File: src/rtl/picosoc_bus_arbiter.sv
// rtl/picosoc_bus_arbiter.sv - two-master round-robin bus arbiter with lock and slave watchdog
module picosoc_bus_arbiter #(
    parameter int unsigned TIMEOUT_CYCLES = 1024,
    parameter logic [31:0] ERR_RDATA      = 32'hDEAD_BEEF
) (
    input  logic        clk,
    input  logic        reset,
    input  logic        m0_valid,
    input  logic        m0_lock,
    input  logic [31:0] m0_addr,
    input  logic [31:0] m0_wdata,
    input  logic [3:0]  m0_wstrb,
    output logic        m0_ready,
    output logic [31:0] m0_rdata,
    input  logic        m1_valid,
    input  logic        m1_lock,
    input  logic [31:0] m1_addr,
    input  logic [31:0] m1_wdata,
    input  logic [3:0]  m1_wstrb,
    output logic        m1_ready,
    output logic [31:0] m1_rdata,
    output logic        s_valid,
    output logic [31:0] s_addr,
    output logic [31:0] s_wdata,
    output logic [3:0]  s_wstrb,
    input  logic        s_ready,
    input  logic [31:0] s_rdata,
    output logic [1:0]  grant,
    input  logic        err_clear,
    output logic        timeout_err,
    output logic [31:0] timeout_addr
);

    typedef enum logic [1:0] {
        ST_IDLE = 2'd0,
        ST_BUSY = 2'd1,
        ST_HOLD = 2'd2
    } state_t;

    localparam logic        WD_EN    = (TIMEOUT_CYCLES != 0);
    localparam logic [31:0] WD_LIMIT = (TIMEOUT_CYCLES != 0) ? TIMEOUT_CYCLES - 1 : 32'd0;

    state_t      r_state;
    state_t      w_state_nxt;
    logic [1:0]  r_grant;
    logic [1:0]  w_grant_nxt;
    logic        r_ptr;
    logic        w_ptr_nxt;
    logic [31:0] r_wdog;
    logic        w_wdog_clr;
    logic        r_timeout_err;
    logic [31:0] r_timeout_addr;

    logic        w_sel_valid;
    logic        w_sel_lock;
    logic [31:0] w_sel_addr;
    logic [31:0] w_sel_wdata;
    logic [3:0]  w_sel_wstrb;
    logic        w_busy;
    logic        w_expire;
    logic        w_done;
    logic [31:0] w_done_rdata;

    always_comb begin
        w_sel_valid = 1'b0;
        w_sel_lock  = 1'b0;
        w_sel_addr  = 32'd0;
        w_sel_wdata = 32'd0;
        w_sel_wstrb = 4'd0;
        if (r_grant[0]) begin
            w_sel_valid = m0_valid;
            w_sel_lock  = m0_lock;
            w_sel_addr  = m0_addr;
            w_sel_wdata = m0_wdata;
            w_sel_wstrb = m0_wstrb;
        end else if (r_grant[1]) begin
            w_sel_valid = m1_valid;
            w_sel_lock  = m1_lock;
            w_sel_addr  = m1_addr;
            w_sel_wdata = m1_wdata;
            w_sel_wstrb = m1_wstrb;
        end
    end

    // Expiry only counts when the slave has not answered; a same-cycle s_ready wins.
    assign w_busy       = (r_state == ST_BUSY) && w_sel_valid;
    assign w_expire     = WD_EN && w_busy && !s_ready && (r_wdog == WD_LIMIT);
    assign w_done       = w_busy && (s_ready || w_expire);
    assign w_done_rdata = s_ready ? s_rdata : ERR_RDATA;

    assign s_valid      = w_busy && !w_expire;
    assign s_addr       = w_sel_addr;
    assign s_wdata      = w_sel_wdata;
    assign s_wstrb      = w_sel_wstrb;
    assign grant        = r_grant;
    assign m0_ready     = w_done && r_grant[0];
    assign m1_ready     = w_done && r_grant[1];
    assign m0_rdata     = (w_done && r_grant[0]) ? w_done_rdata : 32'd0;
    assign m1_rdata     = (w_done && r_grant[1]) ? w_done_rdata : 32'd0;
    assign timeout_err  = r_timeout_err;
    assign timeout_addr = r_timeout_addr;

    always_comb begin
        w_state_nxt = r_state;
        w_grant_nxt = r_grant;
        w_ptr_nxt   = r_ptr;
        w_wdog_clr  = 1'b0;
        case (r_state)
            ST_IDLE: begin
                if (m0_valid || m1_valid) begin
                    w_state_nxt = ST_BUSY;
                    w_wdog_clr  = 1'b1;
                    // r_ptr = 0 favours m0; it then points at the master not just granted.
                    if (m0_valid && (!m1_valid || !r_ptr)) begin
                        w_grant_nxt = 2'b01;
                        w_ptr_nxt   = 1'b1;
                    end else begin
                        w_grant_nxt = 2'b10;
                        w_ptr_nxt   = 1'b0;
                    end
                end
            end
            ST_BUSY: begin
                if (!w_sel_valid) begin
                    w_state_nxt = ST_IDLE;
                    w_grant_nxt = 2'b00;
                end else if (w_done) begin
                    if (w_sel_lock) begin
                        w_state_nxt = ST_HOLD;
                    end else begin
                        w_state_nxt = ST_IDLE;
                        w_grant_nxt = 2'b00;
                    end
                end
            end
            ST_HOLD: begin
                if (w_sel_valid) begin
                    w_state_nxt = ST_BUSY;
                    w_wdog_clr  = 1'b1;
                end else if (!w_sel_lock) begin
                    w_state_nxt = ST_IDLE;
                    w_grant_nxt = 2'b00;
                end
            end
            default: begin
                w_state_nxt = ST_IDLE;
                w_grant_nxt = 2'b00;
            end
        endcase
    end

    always_ff @(posedge clk or posedge reset) begin
        if (reset) begin
            r_state <= ST_IDLE;
            r_grant <= 2'b00;
            r_ptr   <= 1'b0;
        end else begin
            r_state <= w_state_nxt;
            r_grant <= w_grant_nxt;
            r_ptr   <= w_ptr_nxt;
        end
    end

    always_ff @(posedge clk or posedge reset) begin
        if (reset) begin
            r_wdog <= 32'd0;
        end else if (w_wdog_clr || !w_busy) begin
            r_wdog <= 32'd0;
        end else if (WD_EN && !s_ready) begin
            r_wdog <= r_wdog + 32'd1;
        end
    end

    always_ff @(posedge clk or posedge reset) begin
        if (reset) begin
            r_timeout_err  <= 1'b0;
            r_timeout_addr <= 32'd0;
        end else if (w_expire) begin
            r_timeout_err  <= 1'b1;
            r_timeout_addr <= w_sel_addr;
        end else if (err_clear) begin
            r_timeout_err  <= 1'b0;
        end
    end

endmodule

File: config.mk
export PLATFORM = sky130hd
export DESIGN_NAME = picosoc_bus_arbiter
export DESIGN_NICKNAME = d
export VERILOG_FILES = /design/src/rtl/picosoc_bus_arbiter.sv
export SDC_FILE = /design/constraint.sdc
export NUM_CORES = 1
export LEC_CHECK = 0
export CORE_AREA = 2 2 134 136
export CTS_CLUSTER_SIZE = 8
export DETAILED_ROUTE_END_ITERATION = 16
export DIE_AREA = 0 0 136 138
export GPL_TIMING_DRIVEN = 1
export HOLD_SLACK_MARGIN = 0.03
export PLACE_DENSITY_LB_ADDON = 0.25
export SYNTH_ARGS = -nofsm -noshare
export SYNTH_HDL_FRONTEND = slang
export SYNTH_SLANG_ARGS = --single-unit
File: constraint.sdc
create_clock -name clk -period 2.45 [get_ports clk]
set_clock_uncertainty 0.05 [all_clocks]
set_input_delay 0.49 -clock clk [delete_from_list [all_inputs] [get_ports clk]]
set_output_delay 0.49 -clock clk [all_outputs]
set_load 0.02 [all_outputs]
==> results.yml <==
outcome:
  run_status: "finished, violations left"
  violations_in_the_final_reports: "negative setup slack"
placed_design:
  place.port_buffers: 345
  detailedPlace.worstSlack_ns: -0.705
  numPlacedInstances: 1122
  gp_congestion: 0.890
  dp_hpwl_microns: 16800
synth:
  yosysWarnings: 0
  mappedNetlistNets: 666
  postSynthRegisterBits: 70
  synthesis.instances: 489
  avgSynthCellArea_sq_um: 9.01
  sequential_cell_area_fraction_in_the_yosys_report: 0.398
  synthesis.area_sq_um: 4410
  synth_cell_types: 47
pwr:
  power.leakage_nw: 4.31
  power.combinational.fraction: 0.601
  power_frac_clock: 0.201
  internal_power_mw: 3.61
  vdd.ir_drop.worst_mv: 0.445
  switching_share: 0.416
  power.switching_mw: 2.57
  powerDensity_nw_per_um2: 643
  sequential_fraction_of_design_power: 0.198
clock_network:
  cts_tree: "yes"
  clkTransAtPathRegs_ns: 0.07
  cts_max_level: 3
  cts_made_buffers: 9
  clock_insertion_delay_worst_skew_ns: 0.33
  cts.path.max_buffers: 2
  cts.sink_count: 70
  cts.root.buffer_cell: "sky130_fd_sc_hd__clkbuf_16"
  cts_hold_repair.buffers: 0
sta:
  timing.final.max_slew_violations: 0
  tightestPinTransition_ns: 0.458
  slew-limit-headroom: 0.694
  setup-violations-final: 67
  maximum_clock_frequency_mhz: 361
  final.period_utilization: 1.13
  rsz0062_at_grt: "yes"
  hold_viol: 0
  layout_min_cycle_time_ns: 2.77
  final_critical_path_setup_slack_ns: -0.321
worst_setup_path:
  rr_endpoint: "r_wdog[28]"
  slowest_cell_on_crit_path: "sky130_fd_sc_hd__dfrtp_1"
  setup.reg_to_reg.worst_slack_ns: 0.30
  critical_path.startpoint_type: "flip-flop"
  worst_setup_path_startpoint: "r_wdog[14]"
  timing.reg2reg.worst_path_depth: 6
  timing.critical_path.required_ns: 1.91
  crit_path_max_incr_delay_ns: 0.39
  crit_path_end: "m1_rdata[2]"
  critical_path.cell_chain: "nor4_2, buf_4, and4_4, a31o_4, nand3_4, buf_12, buf_16, nor2_4, buf_6"
  critPathCaptureType: "primary output"
  timing.critical_path.arrival_ns: 2.23
  worst_r2r_start: "r_wdog[14]"
  crit_path_max_fanout: 8
  worst-setup-path-type: "flip-flop to primary output"
detailed_routing:
  dr.first_iter.drc_count: 201
  route.detailed.vias_per_inst: 4.70
  detail_route.first_pass.iterations: 4
  route.detailed.drc: 0
  detail_route.wirelength_microns: 21800
  antenna_left: 0
  wl_per_cell_microns: 18.9
  detailroute.via_count: 5417
global_route:
  first_global_vias: 5451
  grt_antenna_before_repair: 0
  grt-ovfl-total: 0
  grt_max_degree: 39
  grt_usage: 0.224
  first_pass_grt_wire_length_microns: 31800
floorplan:
  vert_die_dim_microns: 138
  design.portCount: 346
  rows: 49
  initial_core_util: 0.251
  die_w_microns: 136
  die_area_sq_um: 18800
  core-area_sq_um: 17500
layout:
  insertedDiodeCount: 0
  finalNonFillerCells: 1152
  post_route_cells_drive_above_1_share: 0.392
  finish.net_count: 1095
  layout.cells.most_common: "sky130_fd_sc_hd__clkdlybuf4s50_1"
  final_cell_mix: "sky130_fd_sc_hd__clkdlybuf4s50_1, sky130_fd_sc_hd__buf_4, sky130_fd_sc_hd__dfrtp_1, sky130_fd_sc_hd__a22o_1, sky130_fd_sc_hd__buf_6"
  syn_to_final_growth_pct: 118
  final_core_util: 0.548
min_path:
  worst_min_path_class: "primary input to async pin"
run:
  maxCapViolCount: 0
-- through the flow --
stage / setup TNS, ns / area, sq um / hold WS, ns / power (mW)
floorplan: 0 / 4410 / 0.413 / 2.87
global placement: -46.95 / 8790 / 0.429 / 4.91
CTS: -18.71 / 9390 / 0.324 / 6.02
global route: -22.18 / 9620 / 0.347 / 6.46
detailed placement: -50.98 / 8790 / 0.444 / 4.91
finish: -16.02 / 9620 / 0.332 / 6.18
-- kinds of logic after synthesis --
kind of cell    after synthesis  synth area share
compound gates               96             0.174
xor+xnor                     23            0.0457
fa+ha+maj                     1           0.00284
buf+inv                      47            0.0423
flops                        70             0.398
mux                          34            0.0863
simple gates                218             0.251
-- Yosys cell counts, drive strengths merged --
| cell | instances | area [sq um] |
|---|---|---|
| nor2 | 93 | 349 |
| dfrtp | 70 | 1750 |
| a22o | 68 | 596 |
| clkbuf | 32 | 120 |
| mux2 | 32 | 360 |
| nand2 | 29 | 116 |
| nor2b | 26 | 163 |
| xnor2 | 14 | 123 |
| nor4 | 13 | 81.3 |
| nand4 | 12 | 105 |
| nand3 | 11 | 55.1 |
| a21oi | 9 | 45.0 |
| inv | 9 | 33.8 |
| xor2 | 9 | 78.8 |
| o21ai | 8 | 40.0 |
| buf | 6 | 32.5 |
| nor3 | 6 | 30.0 |
| or3 | 5 | 31.3 |
| and2 | 4 | 25.0 |
| and4 | 4 | 37.5 |
| nand2b | 3 | 18.8 |
| nor4b | 3 | 26.3 |
| a211oi | 2 | 15.0 |
| and3 | 2 | 12.5 |
| mux2i | 2 | 20.0 |
| or4 | 2 | 15.0 |
| a211o | 1 | 8.76 |
| a21o | 1 | 7.51 |
| a22oi | 1 | 7.51 |
| a311oi | 1 | 8.76 |
| a31o | 1 | 8.76 |
| a31oi | 1 | 6.26 |
| and2b | 1 | 7.51 |
| and3b | 1 | 8.76 |
| ha | 1 | 12.5 |
| nand3b | 1 | 7.51 |
| nand4b | 1 | 8.76 |
| o211ai | 1 | 7.51 |
| o31a | 1 | 8.76 |
| o31ai | 1 | 7.51 |
| or2 | 1 | 8.76 |
-- critical path: cells and delay by family, from the launching register on --
kind / cells / cell delay [ns]
simple gates: 4 / 0.70
flops: 1 / 0.39
compound gates: 1 / 0.19
buf+inv: 4 / 0.61
-- power by group through the flow --
stage / Clock, mW / Sequential, mW / Combinational (mW)
floorplan: 0 / 1.25 / 1.62
global placement: 0 / 1.24 / 3.67
detailed placement: 0 / 1.24 / 3.67
CTS: 1.27 / 1.22 / 3.53
global route: 1.33 / 1.23 / 3.90
finish: 1.24 / 1.22 / 3.72
-- registers in the layout (all words and copies together), names as in the netlist --
| register | count |
|---|---|
| r_ptr | 1 |
| r_wdog | 32 |
| timeout_addr | 32 |
| r_state | 2 |
| timeout_err | 1 |
| grant | 2 |
-- per-layer routing --
metal,vias to the layer above,global-route usage,wire length [microns]
met5,-,0,0
met4,0,0.0833,733
met3,33,0.0517,1120
met2,173,0.398,11700
met1,2594,0.259,8230
li1,2617,-,-
-- area by class of cell --
type / instances / area [sq um]
fill: 1631 / 7920
timing repair buffer: 456 / 4370
multi-input combinational: 372 / 2890
sequential: 70 / 1750
tap: 229 / 287
clock buffer: 9 / 225
clock inverter: 7 / 57.6
inverter: 9 / 33.8
-- worst min path at each step --
stage	startpoint	end	slack, ns
5_1_grt	reset	timeout_addr[16]	0.35
2_1_floorplan	r_ptr	r_ptr	0.41
3_5_place_dp	timeout_addr[28]	timeout_addr[28]	0.44
3_3_place_gp	r_ptr	r_ptr	0.43
6_report	reset	timeout_addr[16]	0.33
4_1_cts	reset	timeout_addr[16]	0.32
-- what timing repair did --
action | 4_1_cts | 5_1_grt
cloned | 4 | 4
setup buffers | 3 | 4
setup endpoints to repair | 135 | 128
pin swaps | 8 | 14
gates resized for setup | 546 | 162
No activity file was read; power rests on OpenSTA's default activity.
